--- src/rtl/fetch_pc_controller.sv ---
// fetch_pc_controller: owns the fetch PC and sequences instruction-memory requests
// for the pipelined RISC-V core. It presents fetched instructions to IF/ID with
// valid/stall semantics and handles EX redirects and trap entry.
// Optional feature macro: MISALIGN_CHK_EN (a misaligned redirect target becomes a
// trap). When it is undefined, the low two target bits are cleared and misalign_o
// stays 0.
module fetch_pc_controller #(
   parameter int               XLEN         = 32,
   parameter logic [XLEN-1:0]  RESET_VECTOR = '0,
   parameter logic [XLEN-1:0]  TRAP_VECTOR  = XLEN'(32'h100)
) (
   input  logic            clk,
   input  logic            reset,
   input  logic            stall_i,
   input  logic            redirect_i,
   input  logic [XLEN-1:0] redirect_pc_i,
   input  logic            trap_i,
   output logic            imem_req_o,
   output logic [XLEN-1:0] imem_addr_o,
   input  logic            imem_ack_i,
   input  logic [XLEN-1:0] imem_rdata_i,
   output logic [XLEN-1:0] pc_o,
   output logic            if_valid_o,
   output logic [XLEN-1:0] if_pc_o,
   output logic [XLEN-1:0] if_instr_o,
   output logic            flush_o,
   output logic            misalign_o
);

   typedef enum logic [1:0] {S_BOOT, S_FETCH, S_DRAIN} state_t;

   state_t          r_state;
   logic [XLEN-1:0] r_pc;
   logic            r_req;
   logic [XLEN-1:0] r_addr;
   logic            r_if_valid;
   logic [XLEN-1:0] r_if_pc;
   logic [XLEN-1:0] r_if_instr;
   logic            r_flush;
   logic            r_misalign;
   // One-entry skid buffer. It catches an ack that lands while ID is stalled on a
   // valid instruction, because memory cannot be back-pressured once it has acked.
   logic            r_hold_v;
   logic [XLEN-1:0] r_hold_pc;
   logic [XLEN-1:0] r_hold_instr;

   logic            w_ack;
   logic            w_outst;
   logic            w_evt;
   logic            w_mis;
   logic [XLEN-1:0] w_tgt;
   logic [XLEN-1:0] w_pc_inc;
   logic [XLEN-1:0] w_pc_nxt;
   logic            w_slot_free;
   logic            w_hold_v_nxt;
   logic            w_issue;

   // Handshake status and redirect target selection (trap beats redirect).
   always_comb begin
      w_ack   = r_req & imem_ack_i;
      w_outst = r_req & ~imem_ack_i;
      w_evt   = trap_i | redirect_i;
`ifdef MISALIGN_CHK_EN
      w_mis   = redirect_i & ~trap_i & (redirect_pc_i[1:0] != 2'b00);
      w_tgt   = (trap_i | w_mis) ? TRAP_VECTOR : redirect_pc_i;
`else
      w_mis   = 1'b0;
      w_tgt   = trap_i ? TRAP_VECTOR : {redirect_pc_i[XLEN-1:2], 2'b00};
`endif
   end

`ifndef MISALIGN_CHK_EN
   logic w_unused_low_bits;
   assign w_unused_low_bits = ^redirect_pc_i[1:0];
`endif

   // Sequential PC, slot occupancy and issue decision for the FETCH state.
   always_comb begin
      w_pc_inc     = r_pc + XLEN'(4);
      w_pc_nxt     = w_ack ? w_pc_inc : r_pc;
      w_slot_free  = ~r_if_valid | ~stall_i;
      w_hold_v_nxt = w_slot_free ? (r_hold_v & w_ack) : (r_hold_v | w_ack);
      w_issue      = ~w_outst & w_slot_free & ~w_hold_v_nxt;
   end

   // Fetch FSM, PC register, request and IF/ID output slot, all registered.
   always_ff @(posedge clk or posedge reset) begin
      if (reset) begin
         r_state      <= S_BOOT;
         r_pc         <= RESET_VECTOR;
         r_req        <= 1'b0;
         r_addr       <= RESET_VECTOR;
         r_if_valid   <= 1'b0;
         r_if_pc      <= '0;
         r_if_instr   <= '0;
         r_flush      <= 1'b0;
         r_misalign   <= 1'b0;
         r_hold_v     <= 1'b0;
         r_hold_pc    <= '0;
         r_hold_instr <= '0;
      end else begin
         r_flush    <= 1'b0;
         r_misalign <= 1'b0;
         case (r_state)
            // A late ack from before reset is ignored here because no request is live.
            S_BOOT: r_state <= S_FETCH;

            S_FETCH: begin
               if (w_evt) begin
                  r_pc       <= w_tgt;
                  r_flush    <= 1'b1;
                  r_misalign <= w_mis;
                  r_if_valid <= 1'b0;
                  r_hold_v   <= 1'b0;
                  if (w_outst) begin
                     r_state <= S_DRAIN;
                  end else begin
                     r_req  <= 1'b1;
                     r_addr <= w_tgt;
                  end
               end else begin
                  r_pc <= w_pc_nxt;
                  if (w_slot_free) begin
                     if (r_hold_v) begin
                        r_if_valid <= 1'b1;
                        r_if_pc    <= r_hold_pc;
                        r_if_instr <= r_hold_instr;
                     end else if (w_ack) begin
                        r_if_valid <= 1'b1;
                        r_if_pc    <= r_addr;
                        r_if_instr <= imem_rdata_i;
                     end else begin
                        r_if_valid <= 1'b0;
                     end
                  end
                  if (w_ack && (r_hold_v || !w_slot_free)) begin
                     r_hold_pc    <= r_addr;
                     r_hold_instr <= imem_rdata_i;
                  end
                  r_hold_v <= w_hold_v_nxt;
                  if (!w_outst) begin
                     r_req <= w_issue;
                     if (w_issue) r_addr <= w_pc_nxt;
                  end
               end
            end

            // Old request stays on the bus until acked; its data is dropped.
            S_DRAIN: begin
               if (w_evt) begin
                  r_pc       <= w_tgt;
                  r_flush    <= 1'b1;
                  r_misalign <= w_mis;
               end
               if (w_ack) begin
                  r_state <= S_FETCH;
                  r_req   <= 1'b1;
                  r_addr  <= w_evt ? w_tgt : r_pc;
               end
            end

            default: r_state <= S_BOOT;
         endcase
      end
   end

   assign imem_req_o  = r_req;
   assign imem_addr_o = r_addr;
   assign pc_o        = r_pc;
   assign if_valid_o  = r_if_valid;
   assign if_pc_o     = r_if_pc;
   assign if_instr_o  = r_if_instr;
   assign flush_o     = r_flush;
   assign misalign_o  = r_misalign;

endmodule

--- config.mk ---
export PLATFORM = sky130hd
export DESIGN_NAME = fetch_pc_controller
export DESIGN_NICKNAME = d
export VERILOG_FILES = /design/src/rtl/fetch_pc_controller.sv
export SDC_FILE = /design/constraint.sdc
export NUM_CORES = 1
export LEC_CHECK = 0
export BUFFER_PORTS_ARGS = -buffer_cell sky130_fd_sc_hd__buf_2
export CORE_ASPECT_RATIO = 0.9
export CORE_MARGIN = 3
export CORE_UTILIZATION = 50
export CTS_CLUSTER_SIZE = 25
export DETAILED_ROUTE_END_ITERATION = 8
export HOLD_SLACK_MARGIN = 0.15
export PLACE_DENSITY = 0.74
export SLEW_MARGIN = 0
export SYNTH_ARGS = -nofsm -noshare
export SYNTH_HDL_FRONTEND = slang
export SYNTH_SLANG_ARGS = --single-unit
--- constraint.sdc ---
create_clock -name clk -period 17.7 [get_ports clk]
set_input_delay 0.885 -clock clk [delete_from_list [all_inputs] [get_ports clk]]
set_output_delay 0.885 -clock clk [all_outputs]
set_load 0.02 [all_outputs]
==> results.txt <==
outcome -> completed
maxcap violations -> 0
largest delay contributor family on the critical path -> buffers and inverters
Finished Core Util -> 0.606
CTS clk-pin slew, worst paths -> 70 ps
Yosys cell types -> 57
GPL Wtd Cong -> 0.909
min Tclk post-route -> 3810 ps
WP data required -> 18050 ps
Nets -> 1139
Critical Path Sink -> if_pc_o[3]
# H-tree levels -> 4
leakage -> 5.93 nW
vias in the first global route -> 7335
async set or reset register ratio after synthesis -> 1.00
final WL -> 24300 µm
Peak VDD IR -> 0.0000641 V
post-synthesis register bit count -> 198
core footprint -> 18500 µm²
std cell rows -> 47
post-synthesis net count -> 981
Fmax achieved -> 262 MHz
die area -> 20600 µm²
Max-slew headroom -> 0.183
io pins -> 202
r2r startpoint -> r_state[1]
reg2reg path depth -> 7
CP startpoint kind -> input pin
CP Max Fanout -> 102
Worst Setup SP -> redirect_i
Hold Worst Slack -> 507 ps
initial antenna violation count -> 4
# port buffers -> 198
Setup TNS -> 0 ps
commonest non-fill, non-tap cells in the layout -> buf_2, dfrtp_1, nor2_1, a21oi_1, mux2i_1
top cell type by total area after synthesis -> dfrtp_1
Avg Cell Area, Syn -> 10.4 µm²
routed len/inst -> 18.3 µm
kind of end point of the critical path -> flip-flop
CTS tree -> done
sequential area share after synthesis -> 0.525
largest net degree at the start of global routing -> 124
CTS Buf Count -> 17
Vias/cell -> 5.78
via count -> 7653
HP Class -> reg2reg
endpoints failing setup -> 0
final-report hold violation count -> 0
Mapped Cells -> 906
GRT Total Usage -> 0.238
TritonRoute pass-1 iters -> 5
hpwl dp -> 16600 µm
worst skew pair latency -> 440 ps
fraction of layout cells with a size suffix above 1 -> 0.295
most common cell after layout, fill and taps aside -> buf_2
Worst Setup Path Type -> in2reg
Mapped Area -> 9450 µm²
Post-synth EDFFs -> 0
Crit. path cell count -> 8
max-slew violation count -> 0
Final period util -> 0.215
Worst Tran Pin Value -> 1220 ps
Cell Chain, Critical Path -> buf_2 > buf_4 > nor2_1 > nand2_1 > a211oi_4 > buf_4 > nor2_1 > a21oi_1
first-pass GRT wire length -> 38800 µm
Max stage delay cell, worst path -> a211oi_4
starting DRC count in detailed routing -> 469
Pwr Density -> 81.9 nW/µm²
Die Span Y -> 136 µm
# resized after CTS -> 0
Die X -> 151 µm
Hold-fix buffers, CTS -> 0
Sink Count -> 198
Arr. time, crit path -> 4160 ps
Synth area leaders -> dfrtp_1, mux2_2, mux2i_1
synth-to-layout area growth -> 18.5%
ys flop type -> dfrtp_1
Ys Warns -> 0
grt ovf -> 0
Routed Antenna Nets -> 0
Worst R2R End -> if_pc_o[3]
Reg2Reg Setup Slack -> 14390 ps
crit-path max cell delay -> 900 ps
CTS max path bufs -> 2
postcts setup bufs -> 0
Initial Util -> 0.512
WP buf/inv -> 3
Worst Skew -> 10.8 ps
RSZ-0062 raised after global routing -> false
root buffer cell -> clkbuf_16
top-area cell type share of the netlist area -> 0.525
DRC -> 0
[layout make-up]
| type | count | area [µm²] |
|---|---|---|
| tap | 245 | 307 |
| timing repair buffer | 206 | 1050 |
| sequential | 198 | 4960 |
| multi-input combinational | 612 | 4140 |
| clock buffer | 17 | 425 |
| inverter | 29 | 116 |
| fill | 1550 | 7270 |
| antenna | 3 | 7.51 |
| clock inverter | 15 | 186 |
[synthesized netlist by cell type (all sizes together) (4+ instances only)]
cell type	n
dfrtp	198
nor2	106
a21oi	89
mux2i	68
mux2	67
nand2	58
clkbuf	48
inv	29
nand3	21
o21ai	21
buf	19
nor4	18
nor3	16
o32ai	14
o41ai	14
nand4	11
o31a	9
o31ai	9
xnor2	9
nand2b	6
a31oi	5
and3	5
ha	5
or3	5
or4	5
a21o	4
and2	4
o21a	4
o2bb2ai	4
[worst reg2reg max path: stages (launching register included)]
cell and delay [ps]:
dfrtp_1 420, inv_1 120, ha_1 330, nand2_1 270, a211oi_4 900, buf_4 870, nor2_1 160, a21oi_1 170
[cells by family after synthesis]
family | count (synthesis) | synth area share
other cells | 1 | 0.000397
fa+ha+maj | 5 | 0.00662
simple gates | 268 | 0.135
xor+xnor | 9 | 0.00835
flops | 198 | 0.525
compound gates | 194 | 0.133
buf+inv | 96 | 0.0405
mux | 135 | 0.152
[metal layers]
metal / part of all wire / vias up / global-route usage
met5: 0.0012 / - / 0
met4: 0.020 / 4 / 0.0695
met3: 0.074 / 40 / 0.0563
met2: 0.47 / 273 / 0.372
met1: 0.44 / 3759 / 0.335
li1: - / 3577 / -
[how the worst min path moves through the flow]
stage | from | endpoint | slack (ps) | cells after the start
after floorplan | r_hold_instr[0] | r_hold_instr[0] | 480 | 1
after global placement | if_valid_o | if_valid_o | 480 | 1
after detailed placement | r_hold_pc[27] | r_hold_pc[27] | 500 | 1
after CTS | r_hold_pc[27] | r_hold_pc[27] | 510 | 1
after global routing | r_hold_pc[1] | r_hold_pc[1] | 520 | 1
final | r_hold_pc[29] | r_hold_pc[29] | 510 | 1
[registers in the layout, summed over array words and instances (netlist names)]
name / flops
if_valid_o: 1
r_hold_instr: 32
r_hold_pc: 32
imem_addr_o: 32
if_instr_o: 32
r_state: 2
flush_o: 1
r_hold_v: 1
pc_o: 32
if_pc_o: 32
imem_req_o: 1
[through the flow]
| step | power [mW] | setup WS, ps | area [µm²] | std cells |
|---|---|---|---|---|
| 2_1_floorplan | 0.503 | 11420 | 9450 | 906 |
| 3_3_place_gp | 0.527 | 13490 | 10600 | 1290 |
| 3_5_place_dp | 0.528 | 13430 | 10600 | 1290 |
| 4_1_cts | 0.923 | 13910 | 11200 | 1322 |
| 5_1_grt | 0.950 | 13550 | 11200 | 1324 |
| 6_report | 0.917 | 13890 | 11200 | 1325 |
[power by group]
| group | internal [mW] | total (mW) | switching [mW] |
|---|---|---|---|
| sequential | 0.456 | 0.465 | 0.00847 |
| clock | 0.203 | 0.398 | 0.194 |
| combinational | 0.0177 | 0.0541 | 0.0365 |
| total | 0.677 | 0.917 | 0.239 |
Power figures use the tool's default switching activity.
